<file path="src/rtl/pipe_hazard_ctrl.sv">
// rtl/pipe_hazard_ctrl.sv - hazard detection, bubble/flush/stall and X-stage forwarding for the 5-stage core
module pipe_hazard_ctrl #(
  parameter int REG_ADDR_W = 5,
  parameter int FORWARD    = 1,
  parameter int CNT_W      = 16
) (
  input  logic                  clk,
  input  logic                  rst,
  input  logic                  freeze,
  input  logic                  id_valid,
  input  logic [REG_ADDR_W-1:0] id_rs,
  input  logic [REG_ADDR_W-1:0] id_rt,
  input  logic                  id_uses_rs,
  input  logic                  id_uses_rt,
  input  logic                  id_reg_write,
  input  logic                  id_mem_read,
  input  logic [REG_ADDR_W-1:0] id_dst,
  input  logic                  ex_redirect,
  output logic                  stall,
  output logic                  bubble,
  output logic                  flush,
  output logic [1:0]            fwd_a,
  output logic [1:0]            fwd_b,
  output logic [CNT_W-1:0]      stall_cnt
);

  localparam logic [CNT_W-1:0] CNT_MAX = '1;

  // X record keeps sources for forwarding; M/WB only need what identifies a writer.
  // mem_read matters only while the producer sits in X, so later stages drop it.
  logic                  x_valid, x_reg_write, x_mem_read, x_uses_rs, x_uses_rt;
  logic [REG_ADDR_W-1:0] x_dst, x_rs, x_rt;
  logic                  m_valid, m_reg_write;
  logic [REG_ADDR_W-1:0] m_dst;
  logic                  wb_valid, wb_reg_write;
  logic [REG_ADDR_W-1:0] wb_dst;

  logic x_writer, m_writer, wb_writer;
  logic rs_hit_x, rt_hit_x, rs_hit_m, rt_hit_m;
  logic hazard;

  assign x_writer  = x_valid  & x_reg_write  & (x_dst  != '0);
  assign m_writer  = m_valid  & m_reg_write  & (m_dst  != '0);
  assign wb_writer = wb_valid & wb_reg_write & (wb_dst != '0);

  assign rs_hit_x = id_uses_rs & (id_rs == x_dst);
  assign rt_hit_x = id_uses_rt & (id_rt == x_dst);
  assign rs_hit_m = id_uses_rs & (id_rs == m_dst);
  assign rt_hit_m = id_uses_rt & (id_rt == m_dst);

  // Forward select for one X operand: youngest producer (M) wins over WB
  function automatic logic [1:0] fwd_sel(
    input logic                  use_src,
    input logic [REG_ADDR_W-1:0] src,
    input logic                  m_wr,
    input logic [REG_ADDR_W-1:0] m_d,
    input logic                  wb_wr,
    input logic [REG_ADDR_W-1:0] wb_d
  );
    logic [1:0] sel;
    sel = 2'b00;
    if (use_src) begin
      if (m_wr && (m_d == src))
        sel = 2'b01;
      else if (wb_wr && (wb_d == src))
        sel = 2'b10;
    end
    return sel;
  endfunction

  // RAW detection: only load-use with forwarding, any X/M producer without it
  always_comb begin
    hazard = 1'b0;
    if (FORWARD != 0)
      hazard = id_valid & x_writer & x_mem_read & (rs_hit_x | rt_hit_x);
    else
      hazard = id_valid & ((x_writer & (rs_hit_x | rt_hit_x)) |
                           (m_writer & (rs_hit_m | rt_hit_m)));
  end

  // Pipeline controls; redirect beats hazard, freeze holds everything
  always_comb begin
    stall  = 1'b0;
    bubble = 1'b0;
    flush  = 1'b0;
    if (rst) begin
      if (freeze) begin
        stall = 1'b1;
      end else begin
        stall  = hazard & ~ex_redirect;
        bubble = hazard & ~ex_redirect;
        flush  = ex_redirect;
      end
    end
  end

  // Operand selects for the instruction currently in X
  always_comb begin
    fwd_a = 2'b00;
    fwd_b = 2'b00;
    if (rst && (FORWARD != 0) && x_valid) begin
      fwd_a = fwd_sel(x_uses_rs, x_rs, m_writer, m_dst, wb_writer, wb_dst);
      fwd_b = fwd_sel(x_uses_rt, x_rt, m_writer, m_dst, wb_writer, wb_dst);
    end
  end

  // Stage records advance and hazard stalls are counted when not frozen
  always_ff @(posedge clk) begin
    if (!rst) begin
      x_valid      <= 1'b0;
      x_reg_write  <= 1'b0;
      x_mem_read   <= 1'b0;
      x_uses_rs    <= 1'b0;
      x_uses_rt    <= 1'b0;
      x_dst        <= '0;
      x_rs         <= '0;
      x_rt         <= '0;
      m_valid      <= 1'b0;
      m_reg_write  <= 1'b0;
      m_dst        <= '0;
      wb_valid     <= 1'b0;
      wb_reg_write <= 1'b0;
      wb_dst       <= '0;
      stall_cnt    <= '0;
    end else if (!freeze) begin
      wb_valid     <= m_valid;
      wb_reg_write <= m_reg_write;
      wb_dst       <= m_dst;
      m_valid      <= x_valid;
      m_reg_write  <= x_reg_write;
      m_dst        <= x_dst;
      x_valid      <= id_valid & ~bubble & ~flush;
      x_reg_write  <= id_reg_write;
      x_mem_read   <= id_mem_read;
      x_uses_rs    <= id_uses_rs;
      x_uses_rt    <= id_uses_rt;
      x_dst        <= id_dst;
      x_rs         <= id_rs;
      x_rt         <= id_rt;
      if (stall && (stall_cnt != CNT_MAX))
        stall_cnt <= stall_cnt + CNT_W'(1);
    end
  end

endmodule

</file>
<file path="config.mk">
export PLATFORM = sky130hd
export DESIGN_NAME = pipe_hazard_ctrl
export DESIGN_NICKNAME = d
export VERILOG_FILES = /design/src/rtl/pipe_hazard_ctrl.sv
export SDC_FILE = /design/constraint.sdc
export NUM_CORES = 1
export LEC_CHECK = 0
export CORE_UTILIZATION = 55
export CTS_BUF_LIST = sky130_fd_sc_hd__clkbuf_2 sky130_fd_sc_hd__clkbuf_4 sky130_fd_sc_hd__clkbuf_8
export CTS_CLUSTER_DIAMETER = 120
export DETAILED_ROUTE_END_ITERATION = 12
export DONT_BUFFER_PORTS = 1
export GPL_TIMING_DRIVEN = 1
export PLACE_DENSITY = 0.77
export SKIP_CTS_REPAIR_TIMING = 1
export SLEW_MARGIN = 20
export SYNTH_ARGS = -nofsm -noshare
export SYNTH_HDL_FRONTEND = slang
export SYNTH_SLANG_ARGS = --single-unit
</file>
<file path="constraint.sdc">
create_clock -name clk -period 2.35 [get_ports clk]
set_input_delay 0.47 -clock clk [delete_from_list [all_inputs] [get_ports clk]]
set_output_delay 0.47 -clock clk [all_outputs]
set_load 0.05 [all_outputs]
</file>
# [Yosys cells after proc, flatten, opt, wreduce, memory -nomap -nowiden]
# Cells that the tools add are included.
[classes] n_addsub=1 n_mul=0 div=0 order_cmp=0 eq_ne=7 shifts=0 n_mux=14 n_bitwise=19 n_reduce_logical=10
[op_table] cell="equality test 5 bit" n=6
[op_table] cell="adder 16 x 1 -> 16 bit, second input constant" n=1
[op_table] cell="two-way mux 2 bit" n=8
[op_table] cell="!= test 16 bit, second input constant" n=1
[op_table] cell="nonzero test 5 bit" n=3
[op_table] cell="AND 1 bit" n=14
[op_table] cell="logical AND 1 bit" n=6
[op_table] cell="two-way mux 1 bit" n=6
[op_table] cell="NOT 1 bit" n=4
[op_table] cell="AND reduction 2 bit" n=1
[op_table] cell="bitwise OR 1 bit" n=1
[totals] ff_bits=50 latch_bits=0 mem_bits_rw=0 romBits=0 input_bits=24 out_inout_bits=23 word_cells=66 mem_count=0

# [Longest topological paths before layout]
# Gate-level depths: netlist of run 1.
[logic_depth] ltp_word=11 ltp_mapped=8

# [Worst setup path before layout of run 1]
# OpenSTA, ideal clock, no wires.
[synth_timing] path_type="register to output" startpoint="reg m_dst[0]" endpoint="out fwd_a[1]" t_arrival_ns=2.691 required_ns=1.880 slack_ns=-0.811 stages_incl_launch_ff=5 path_cell_list="dfxtp_1 -> or4_1 -> o211ai_1 -> nor4_1 -> nor4_1"
[synth_between] elab_chain_cells=6 word_cells_on_any_way=7 cone_classes="1 x eq/ne; 3 x mux; 1 x bitwise; 2 x reduce/logical"
[synth_rtl] element="start, declared" line="34" rtl="logic [REG_ADDR_W-1:0] m_dst;"
[synth_rtl] element="start signal, assigned" line="131" rtl="m_dst <= x_dst;"
[synth_rtl] element="nonzero test 5 bit" line="43" rtl="assign m_writer = m_valid & m_reg_write & (m_dst != '0);"
[synth_rtl] element="AND 1 bit" line="43"
[synth_rtl] element="logical AND 1 bit (*)" line="63" rtl="if (m_wr && (m_d == src))"
[synth_rtl] element="two-way mux 2 bit (*)" line="63"
[synth_rtl] element="two-way mux 2 bit (*)" line="62" rtl="if (use_src) begin"
[synth_rtl] element="two-way mux 2 bit (*)" line="101" rtl="if (rst && (FORWARD != 0) && x_valid) begin"
[synth_rtl] element="end, declared" line="22" rtl="output logic [1:0] fwd_a,"
# Every way passes the cells marked *; elsewhere a longest branch is shown, timed or not.

# [Final worst setup path of run 1]
# Ends and elaborated chain as after synthesis.

==> metrics, run 1 <==
dpl cells 345; top achievable clock speed approximately 400 MHz; Hold Crit Class input port to register; Pwr Density 556 mW/mm²; cells after synthesis 280; final WL 6.06 mm; Worst Path Required 1.88 ns; hpwl dp 4.22 mm; antenna-violating nets left 0; Distinct cells, synth 41; Layout Area Growth over Synthesis 15.7%; initial antenna violation count 0; Seq. cell area 0.00102 mm²; number of synthesized flops with an enable pin 0; Worst-Margin Slew about 0.49 ns; DR vias/cell slightly above 6; GRT overflow 0; CP startpoint kind register; CP peak stage delay around 0.52 ns; CTS tree yes; global placer's final weighted congestion 0.822; # setup viols final 4; post-route insts no fill 356; Clock Tree Buf Depth 2; Clock Latency Late Sink 0.30 ns; Largest delay share family, worst path simple AND/OR/NAND/NOR gates; Total GRT Usage 24.4%; max-slew violations 0; # IOs 47; Core Area 0.00441 mm²; area of the die 0.00495 mm²; Syn Area/Cell ~9.2 µm²; Final Hold Fails 0; post-synthesis cell area 0.00257 mm²; Vias 2176; min Tclk post-route 2.52 ns; Sink Count 50; first-pass GRT wire length roughly 9.7 mm; initial DRC count 182; Clock transition at path regs 0.09 ns; commonest non-fill, non-tap cell in the layout nor2_1; num rows 24; register area share after synthesis 38.9%; syn_nets 305; Leakage 1.16 nW; crit path DAT approximately 2 ns; share of cells above drive strength 1 roughly a fifth; H-tree depth 2; first-pass detailed-route iteration total 4; Seq cells post-synth 50; CP dominant cell by count nor4_2; slowest cell on the critical path or4_1; Synthesis Warnings 0; crit-path max FO 2; FFs w/ async S/R, synth 0%; CTS Root Cell clkbuf_8; Max VDD drop 325 µV; status finished, violations left; drt drc 0; Hold Slack 0.292 ns; Cell Chain, Critical Path or4_1 > o211ai_1 > nor4_2 > nor4_2 > buf_4; Tcrit/Tclk final 107%; height of the die 70.4 µm; PortBufs 0; Die Wd 70.4 µm; number of diodes 0; vias in the first global route a little over 2000; Num CTS Buffers 5; failing checks setup timing; largest net degree at the start of global routing 46; worst path bufs/invs 1; relative slew slack 67.5%; Place WS 0.145 ns; initial core utilization 58.2%; setup ws final -0.174 ns; predominant post-synthesis flop cell dfxtp_1; max-cap viol count 0; footprint of the multi-input gates 0.00152 mm²; Crit. End Element output pin; most frequent cells in the layout 39 x nor2_1, 38 x dfxtp_1, 34 x mux2i_1; wire per inst between 15 and 20 µm; FILL cells between 300 and 400; Net count, final 328; Clock Skew 0.00733 ns; Crit Path Category register to output pin; RSZ-0062 raised after global routing yes
## layout make-up
| class | instances | area share [%] |
|---|---|---|
| multi-input cells | 214 | 50.9 |
| clock buffers | 5 | 2.31 |
| flip-flops and latches | 50 | 34.4 |
| inverters | 2 | 0.252 |
| repair buffers | 30 | 8.37 |
| clock inverters | 3 | 1.51 |
| well taps | 52 | 2.19 |
## cell families after synthesis
kind of cell	Yosys count	synth area share, %
adders and majority gates	1	0.487
DFF	50	38.9
xor gates and xnor gates	30	10.2
and+or+nand+nor	112	23.4
AOI/OAI and AO/OA	37	10.2
buffers and inverters	16	3.55
muxes	34	13.2
## stage by stage
step	instance area (µm²)	setup TNS, ns	utilization (%)	power (W)
2_1_floorplan	2590	-0.240	-	0.00104
3_3_place_gp	2780	0	63.0	0.00106
3_5_place_dp	2780	0	63.0	0.00106
4_1_cts	2900	-0.409	65.6	0.00166
5_1_grt	2970	-0.705	67.4	0.00171
6_report	2970	-0.406	67.4	0.00165
## power by group
| part | leakage (nW) | switching [W] | total, W | internal [W] |
|---|---|---|---|---|
| logic | 0.696 | 0.0000695 | 0.000142 | 0.0000728 |
| clock network | 0.0504 | 0.000287 | 0.000604 | 0.000317 |
| registers | 0.413 | 0.0000346 | 0.000906 | 0.000872 |
| total | 1.16 | 0.000392 | 0.00165 | 0.00126 |
## flip-flops by register name (all words and copies together), names as in the netlist
| signal | count |
|---|---|
| m_dst | 5 |
| m_reg_write | 1 |
| m_valid | 1 |
| stall_cnt | 16 |
| wb_dst | 5 |
| wb_reg_write | 1 |
| wb_valid | 1 |
| x_dst | 5 |
| x_mem_read | 1 |
| x_reg_write | 1 |
| x_rs | 5 |
| x_rt | 5 |
| x_uses_rs | 1 |
| x_uses_rt | 1 |
| x_valid | 1 |
## worst paths after layout
kind,from,to,slack [ns],cells after the start
worst max register to register,x_dst[4]$_SDFFE_PN0N_,stall_cnt[12]$_SDFFE_PN0P_,0.36,6
worst min register to register,x_mem_read$_SDFFE_PN0N_,x_mem_read$_SDFFE_PN0N_,0.51,2
worst max-delay path,m_dst[0]$_SDFFE_PN0N_,fwd_a[1],-0.17,5
worst min-delay path,rst,stall_cnt[8]$_SDFFE_PN0P_,0.29,1
## cells in the mapped netlist (2+ instances only)
| library cell | number | share of area [%] |
|---|---|---|
| nor2_1 | 40 | 5.8 |
| buf_1 | 3 | 0.44 |
| or4_1 | 14 | 4.1 |
| nand4_1 | 8 | 1.9 |
| nand2_1 | 11 | 1.6 |
| xnor2_1 | 18 | 6.1 |
| nor3_1 | 3 | 0.58 |
| nand3_1 | 14 | 2.7 |
| a21oi_1 | 11 | 2.1 |
| nand2b_1 | 3 | 0.73 |
| mux2i_1 | 34 | 13 |
| nor3b_1 | 3 | 0.88 |
| buf_2 | 6 | 1.2 |
| dfxtp_1 | 50 | 39 |
| o211ai_1 | 4 | 1.2 |
| clkbuf_1 | 3 | 0.44 |
| xor2_1 | 12 | 4.1 |
| and3_1 | 3 | 0.73 |
| o21a_1 | 2 | 0.58 |
| o31ai_1 | 12 | 3.5 |
| nor4_1 | 6 | 1.5 |
## metal layers
metal | GRT usage, % | vias to the layer above | part of all wire [%]
li1 | - | 1069 | -
met1 | 35.7 | 1032 | 45
met2 | 37.6 | 73 | 48
met3 | 3.46 | 2 | 6.8
met4 | 6.22 | 0 | 0.43
met5 | 0 | - | 0
No activity file was read; power rests on OpenSTA's default activity.
==> run 2, diff against run 1 <==
--- a/config.mk
+++ b/config.mk
@@ -7,13 +7,13 @@
 export LEC_CHECK = 0
 export CORE_UTILIZATION = 55
 export CTS_BUF_LIST = sky130_fd_sc_hd__clkbuf_2 sky130_fd_sc_hd__clkbuf_4 sky130_fd_sc_hd__clkbuf_8
-export CTS_CLUSTER_DIAMETER = 120
+export CTS_CLUSTER_DIAMETER = 60
 export DETAILED_ROUTE_END_ITERATION = 12
 export DONT_BUFFER_PORTS = 1
 export GPL_TIMING_DRIVEN = 1
 export PLACE_DENSITY = 0.77
 export SKIP_CTS_REPAIR_TIMING = 1
-export SLEW_MARGIN = 20
+export SLEW_MARGIN = 10
 export SYNTH_ARGS = -nofsm -noshare
 export SYNTH_HDL_FRONTEND = slang
 export SYNTH_SLANG_ARGS = --single-unit
==> results of run 2 <==
The final DEF is identical to that of run 1; final timing and power are the same.
